### src/rtl/branch_unit.sv
// branch_unit: program sequencer with flag-conditioned LUT branches, post-branch flush bubbles and halt.
module branch_unit #(
  parameter int IW = 9,
  parameter int OPW = 4,
  parameter int PCW = 10,
  parameter int FLUSH = 1,
  parameter logic [OPW-1:0] BRC_OP = 4'b1101,
  parameter logic [OPW-1:0] HALT_OP = 4'b1111,
  localparam int TW = IW - OPW - 2
) (
  input  logic           Clk,
  input  logic           Reset,
  input  logic           start,
  input  logic [IW-1:0]  instr,
  input  logic           alu_zero,
  input  logic           alu_carry,
  input  logic           flag_we,
  input  logic           lut_we,
  input  logic [TW-1:0]  lut_addr,
  input  logic [PCW-1:0] lut_data,
  output logic [PCW-1:0] pc,
  output logic           instr_valid,
  output logic           branch_taken,
  output logic           halted
);
  typedef enum logic [1:0] {S_IDLE, S_RUN, S_FLUSH, S_HALT} state_t;
  localparam logic [3:0] FLUSH_CNT = FLUSH > 0 ? 4'(FLUSH - 1) : 4'd0;
  state_t state_q, state_d;
  logic [PCW-1:0] pc_q, pc_d;
  logic [3:0] cnt_q, cnt_d;
  logic z_q, z_d, c_q, c_d;
  logic [PCW-1:0] lut_q [2**TW];
  logic [OPW-1:0] opcode;
  logic [1:0] cond;
  logic [TW-1:0] idx;
  logic cond_ok;
  assign opcode = instr[IW-1:IW-OPW];
  assign cond = instr[TW+1:TW];
  assign idx = instr[TW-1:0];
  // branches see flags and LUT as they were before this edge
  assign cond_ok = cond == 2'd0 ? 1'b1 : cond == 2'd1 ? z_q : cond == 2'd2 ? !z_q : c_q;
  always_ff @(posedge Clk) begin
    if (Reset) begin
      state_q <= S_IDLE;
      pc_q <= '0;
      cnt_q <= '0;
      z_q <= 1'b0;
      c_q <= 1'b0;
      for (int i = 0; i < 2**TW; i++) lut_q[i] <= '0;
    end else begin
      state_q <= state_d;
      pc_q <= pc_d;
      cnt_q <= cnt_d;
      z_q <= z_d;
      c_q <= c_d;
      if (lut_we) lut_q[lut_addr] <= lut_data;
    end
  end
  always_comb begin
    state_d = state_q;
    pc_d = pc_q;
    cnt_d = cnt_q;
    z_d = flag_we ? alu_zero : z_q;
    c_d = flag_we ? alu_carry : c_q;
    case (state_q)
      S_IDLE, S_HALT: begin
        state_d = start ? S_RUN : state_q;
        pc_d = start ? '0 : pc_q;
      end
      S_RUN: begin
        if (opcode == HALT_OP) begin
          state_d = S_HALT;
        end else if (branch_taken) begin
          pc_d = lut_q[idx];
          state_d = FLUSH > 0 ? S_FLUSH : S_RUN;
          cnt_d = FLUSH_CNT;
        end else begin
          pc_d = pc_q + PCW'(1);
        end
      end
      default: begin
        state_d = cnt_q == 4'd0 ? S_RUN : S_FLUSH;
        cnt_d = cnt_q == 4'd0 ? 4'd0 : cnt_q - 4'd1;
      end
    endcase
  end
  always_comb begin
    pc = pc_q;
    instr_valid = state_q == S_RUN;
    halted = state_q == S_HALT;
    branch_taken = instr_valid && opcode == BRC_OP && cond_ok;
  end
endmodule

### config.mk
export PLATFORM = sky130hd
export DESIGN_NAME = branch_unit
export DESIGN_NICKNAME = d
export VERILOG_FILES = /design/src/rtl/branch_unit.sv
export SDC_FILE = /design/constraint.sdc
export NUM_CORES = 1
export LEC_CHECK = 0
export ABC_AREA = 1
export CAP_MARGIN = 20
export CORE_AREA = 3 3 89 134
export DETAILED_ROUTE_END_ITERATION = 10
export DIE_AREA = 0 0 92 137
export PLACE_DENSITY = 0.66
export SKIP_LAST_GASP = 1
export SLEW_MARGIN = 10
export SYNTH_ARGS = -nofsm -noshare
export SYNTH_HDL_FRONTEND = slang
export SYNTH_SLANG_ARGS = --single-unit
### constraint.sdc
create_clock -name Clk -period 1.64 [get_ports Clk]
set_clock_uncertainty 0.2 [all_clocks]
set_input_delay 0.328 -clock Clk [delete_from_list [all_inputs] [get_ports Clk]]
set_output_delay 0.328 -clock Clk [all_outputs]
set_load 0.01 [all_outputs]
* Word-level counts from Yosys, hierarchy flattened
Memories as Yosys holds them, arrays and structs flattened.
Cells that the tools add are included.
Widths: inputs -> output; s select.
** Word-level totals
- Bits in registers :: 18
- Bits of input ports :: 29
- Bits in writable memories :: 80
- Memories :: 1
- Word-level logic and storage cells :: 55
** Cells by class
- Bitwise logic cells :: 1
- Add/sub/neg operators :: 2
- Reduce and logical (&&, ||, !) cells :: 12
- Muxes and demuxes :: 24
- Equal/unequal tests :: 10
** Memories
- lut_q :: words 8, width 10, read ports 1, clocked after Yosys merged registers in 0, wr ports 8, RTL line 32 : logic [PCW-1:0] lut_q [2**TW];
** Operators by type and width (count)
- $mux 10 :: 4
- $pmux 10 s2 :: 1
- $mux 4 :: 3
- $add 10x1->10 const B :: 1
- $reduce_or 10->1 :: 1
- $mux 1 :: 9
- $eq 4x4->1 const B :: 2
- $mux 2 :: 4
- $pmux 4 s2 :: 1
- $reduce_and 3->1 :: 2
- $eq 2x1->1 const B :: 2
- $eq 2x2->1 const B :: 2
- $logic_not 2->1 :: 2
- $logic_not 4->1 :: 1
- $ne 2x2->1 const B :: 2
- $pmux 2 s2 :: 1
- $sub 4x1->4 const B :: 1
- $mux 3 :: 1
- $ne 3x1->1 const B :: 1
- $logic_and 1x1->1 :: 2
- $ne 2x1->1 const B :: 1
- $reduce_and 2->1 :: 1
- $reduce_bool 2->1 :: 1
- $reduce_or 2->1 :: 1
- 2 further kinds :: 2

* Depth between registers and ports, before layout
- Depth in word-level cells :: 8
- Gate-level depth with buffers :: 12
- Mapped depth without buffers :: 11

* Worst setup path after synthesis
OpenSTA, ideal clock, no wires.
- Path kind :: reg-to-output
- From :: register state_q[0]
- To :: output port branch_taken
- Path slack :: -85 ps
- Arrival time :: 1197 ps
- Stages on the path, launching flop included :: 8
- Data required time :: 1112 ps
- Buffers on the path :: 2
- Cell sequence :: dfxtp_1 > ha_1 > buf_6 > nand2_4 > nor2_4 > nand2_4 > inv_1 > buf_6
** On the way
- Cells in the longest elaborated chain, start to end :: 3
** RTL lines
- start, declared :: RTL line 28 : state_t state_q, state_d;
- start signal, assigned :: RTL line 51 : state_q <= state_d;
- $eq 2x1->1 :: RTL line 89 : instr_valid = state_q == S_RUN;
- net instr_valid :: RTL line 22 : output logic instr_valid,
- $logic_and 1x1->1 (2 in series) :: RTL line 91 : branch_taken = instr_valid && opcode == BRC_OP && cond_ok;
- end, declared :: RTL line 23 : output logic branch_taken,
The timed path passes the listed nets, and every way through them passes these cells.

* Worst setup path after layout
- From :: input port instr[3]
- To :: output port branch_taken
** On the way
- Cells in the longest elaborated chain, start to end :: 5
** RTL lines
- start, declared :: RTL line 14 : input logic [IW-1:0] instr,
- $eq 2x2->1 :: RTL line 41 : assign cond_ok = cond == 2'd0 ? 1'b1 : cond == 2'd1 ? z_q : cond == 2'd2 ? !z_q : c_q;
- $mux 1 (2 in series) :: RTL line 41
- $mux 1 * :: RTL line 41
- $logic_and 1x1->1 * :: RTL line 91
Every way passes the cells marked *; elsewhere a longest branch is shown, timed or not.

==> impl_results.md <==
- Outcome: finished, violations left
- Violated checks: negative setup slack
- Commonest non-fill, non-tap cells in the layout: 139 x nand2_1, 98 x nor2_1, 85 x nand3_1, 80 x edfxtp_1, 40 x buf_4
- Post-synth cell types: 31
- RSZ-0062 raised after global routing: true
- CP Max Fanout: 2
- CP peak stage delay: 0.48 ns
- EDFF count, synth: 80
- Layout cells sized above 1: around a fifth
- Std-Cell Core Area: 10900 sq um
- I/O pin count: 42
- Startpoint Class: input pin
- Achievable Freq: 553 MHz
- Skew-Pair Late Insertion Delay: 0.34 ns
- Fin crit share: 110%
- Slew Viols, Final: 0
- CP arrival: ~1.3 ns
- R2R cell count: 9
- Hold crit path type: in -> reg
- Top FF cell, synth: edfxtp_1
- Avg Cell Area, Syn: just under 9 sq um
- Critical path depth: 7
- Hold_ws: between 0.2 and 0.25 ns
- Slew @ Worst Pin: 0.279 ns
- Vias in the first global route: 4105
- Number of max-cap violations: 0
- Ys Warns: 0
- Endpoints failing setup: 19
- CTS sink cnt: 98
- Fraction of registers with async set/reset: 0%
- H-tree levels: 3
- RD Place Congestion: a little under 0.9
- WL/cell: 16.3 um
- Critical Path RT: 1.11 ns
- Root Buffer: clkbuf_16
- Kind of critical path: in -> out
- # DRC: 0
- Cts hold-fix bufs: 0
- Final min period: 1.81 ns
- Slew margin rel.: between 80% and 90%
- Post-Layout Cell Count: 802
- CTS tree: yes
- DP Area: 5920 sq um
- Mapped Cells: 555
- DRT iter0 DRCs: 293
- Final hold vios: 0
- CP Launch Point: instr[3]
- Remaining Overflow, GRT: 0
- Routed via count: 4093
- Critical Path, Cell by Cell: clkdlybuf4s50_1 > inv_1 > nand2_1 > nand3_2 > nand2_4 > inv_2 > buf_6
- Design area: 6540 sq um
- Delay-heaviest family, CP: buffers and inverters
- Leak Pwr: around 2.8 nW
- Cell Rows: 47
- Clock buffer count from CTS: 9
- FF+latch count, synth: 98
- Post-layout nets: 685
- Critical Path End: branch_taken
- Slowest CP cell: clkdlybuf4s50_1
- Overall Global Routing Usage: 21.8%
- R2r endpoint: pc[0]
- Pin count of the biggest net entering global routing: 27
- Synth Cell Area: a little under 5000 sq um
- Post-Syn Nets: 590
- Maximum vdd drop: 0.471 mV
- Die Y: 137 um
- Hold path depth: 3
- Die W: 92 um
- Routed Wire Length: approximately 13 mm
- Pre-Repair DR Iteration Count: 5
- Antenna viol nets, final: 0
- First-pass GRT wire length: 20.5 mm
- Vias/cell: just over 5
- Clk slew on worst S/H paths: 0.07 ns
- Area Growth Syn to Fin: 34.4%
- Sequential element share of the synthesized area: 56.8%
- Placed cells: ~770
- Crit. End Element: primary output
- Reg-to-reg slack, setup: -0.11 ns
- Tot Pwr: 7.33 mW
- PwrDens: ~1100 nW/um^2
- Worst setup margin: -0.167 ns
- Die ar.: 12600 sq um
- RR Startpoint: state_q[0]
- Initial antenna violation count: 0
- # diodes: 0
- Clk buf depth: 2
- Commonest non-fill, non-tap cell in the layout: nand2_1
- Starting utilization of the core area: 44.4%
- Buffers on Ports: 41
- Crit path buf inv count: 4
- DP HPWL: ~9.3 mm
state kept, by name (all words and copies together) (netlist names):
name	flops
z_q	1
c_q	1
cnt_q	4
state_q	2
pc	10
lut_q	80
where the power goes:
part | internal [mW] | switching (mW) | total (mW) | leakage, nW
Combinational | 1.02 | 1.17 | 2.19 | 1.73
Clock | 1.26 | 0.882 | 2.15 | 0.145
Sequential | 2.90 | 0.0933 | 2.99 | 0.917
metal layers:
metal  up-vias  track usage (%)  routed length, um
met3        41             3.25                599
li1       2020                -                  -
met1      1915             21.1               4420
met2       117             43.1               7480
met5         -                0                  0
met4         0             12.2                599
stage by stage:
| stage | util, % | setup slack [ns] | TNS [ns] |
|---|---|---|---|
| after floorplan | - | -0.0431 | -3.45 |
| after global placement | 54.1 | -0.589 | -64.76 |
| after detailed placement | 54.1 | -0.616 | -64.10 |
| after CTS | 59.0 | -0.191 | -1.33 |
| after global routing | 59.7 | -0.224 | -2.98 |
| final | 59.7 | -0.167 | -1.45 |
synth_stat cells (2+ instances only):
cell type	instances	area share, %
edfxtp_1	80	49
nand2_1	144	11
nand2_4	2	0.46
o21ai_0	4	0.41
nor2_1	100	7.7
dfxtp_1	18	7.4
ha_1	6	1.5
nand3_2	4	0.82
nand3_1	93	9.6
buf_6	7	1.6
buf_1	2	0.15
nand4_1	3	0.39
clkbuf_1	5	0.39
buf_2	13	1.3
inv_2	2	0.15
inv_1	43	3.3
a21oi_1	14	1.4
o21ai_2	2	0.36
cell type report:
cell class	instances	area, sq um
Inverter	46	175
Clock buffer	12	256
Timing Repair inverter	1	7.51
Multi-Input combinational cell	385	1900
Tap cell	147	184
Clock inverter	4	50.0
Fill cell	941	4400
Sequential cell	98	2770
Timing Repair Buffer	109	1190
logic make-up after synthesis:
| kind of cell | Yosys count | share of synthesized area, % |
|---|---|---|
| AOI/OAI and AO/OA | 25 | 3.32 |
| xor gates and xnor gates | 1 | 0.180 |
| adders and majority gates | 6 | 1.54 |
| DFF | 98 | 56.8 |
| and+or+nand+nor | 352 | 31.1 |
| buffers and inverters | 73 | 7.05 |
worst min-delay path: stages:
cell            delay [ns]
dlymetal6s2s_1        0.13
buf_4                 0.21
a21oi_2               0.04
worst min path at each step:
stage	startpoint	endpoint	slack (ns)
final	Reset	pc[2]	0.21
after global routing	Reset	pc[2]	0.23
after CTS	cnt_q[0]	cnt_q[0]	0.27
after detailed placement	cnt_q[0]	cnt_q[0]	0.27
after global placement	cnt_q[0]	cnt_q[0]	0.25
after floorplan	Reset	pc[9]	0.20
repair_timing:
| action | in CTS | in global routing |
|---|---|---|
| gates resized for setup | 70 | 11 |
| pin swaps | 17 | 8 |
| buffers inserted | 8 | 4 |
| cloned | 2 | 0 |
| endpoints found under the setup margin | 79 | 179 |
No activity file was read; power rests on OpenSTA's default activity.
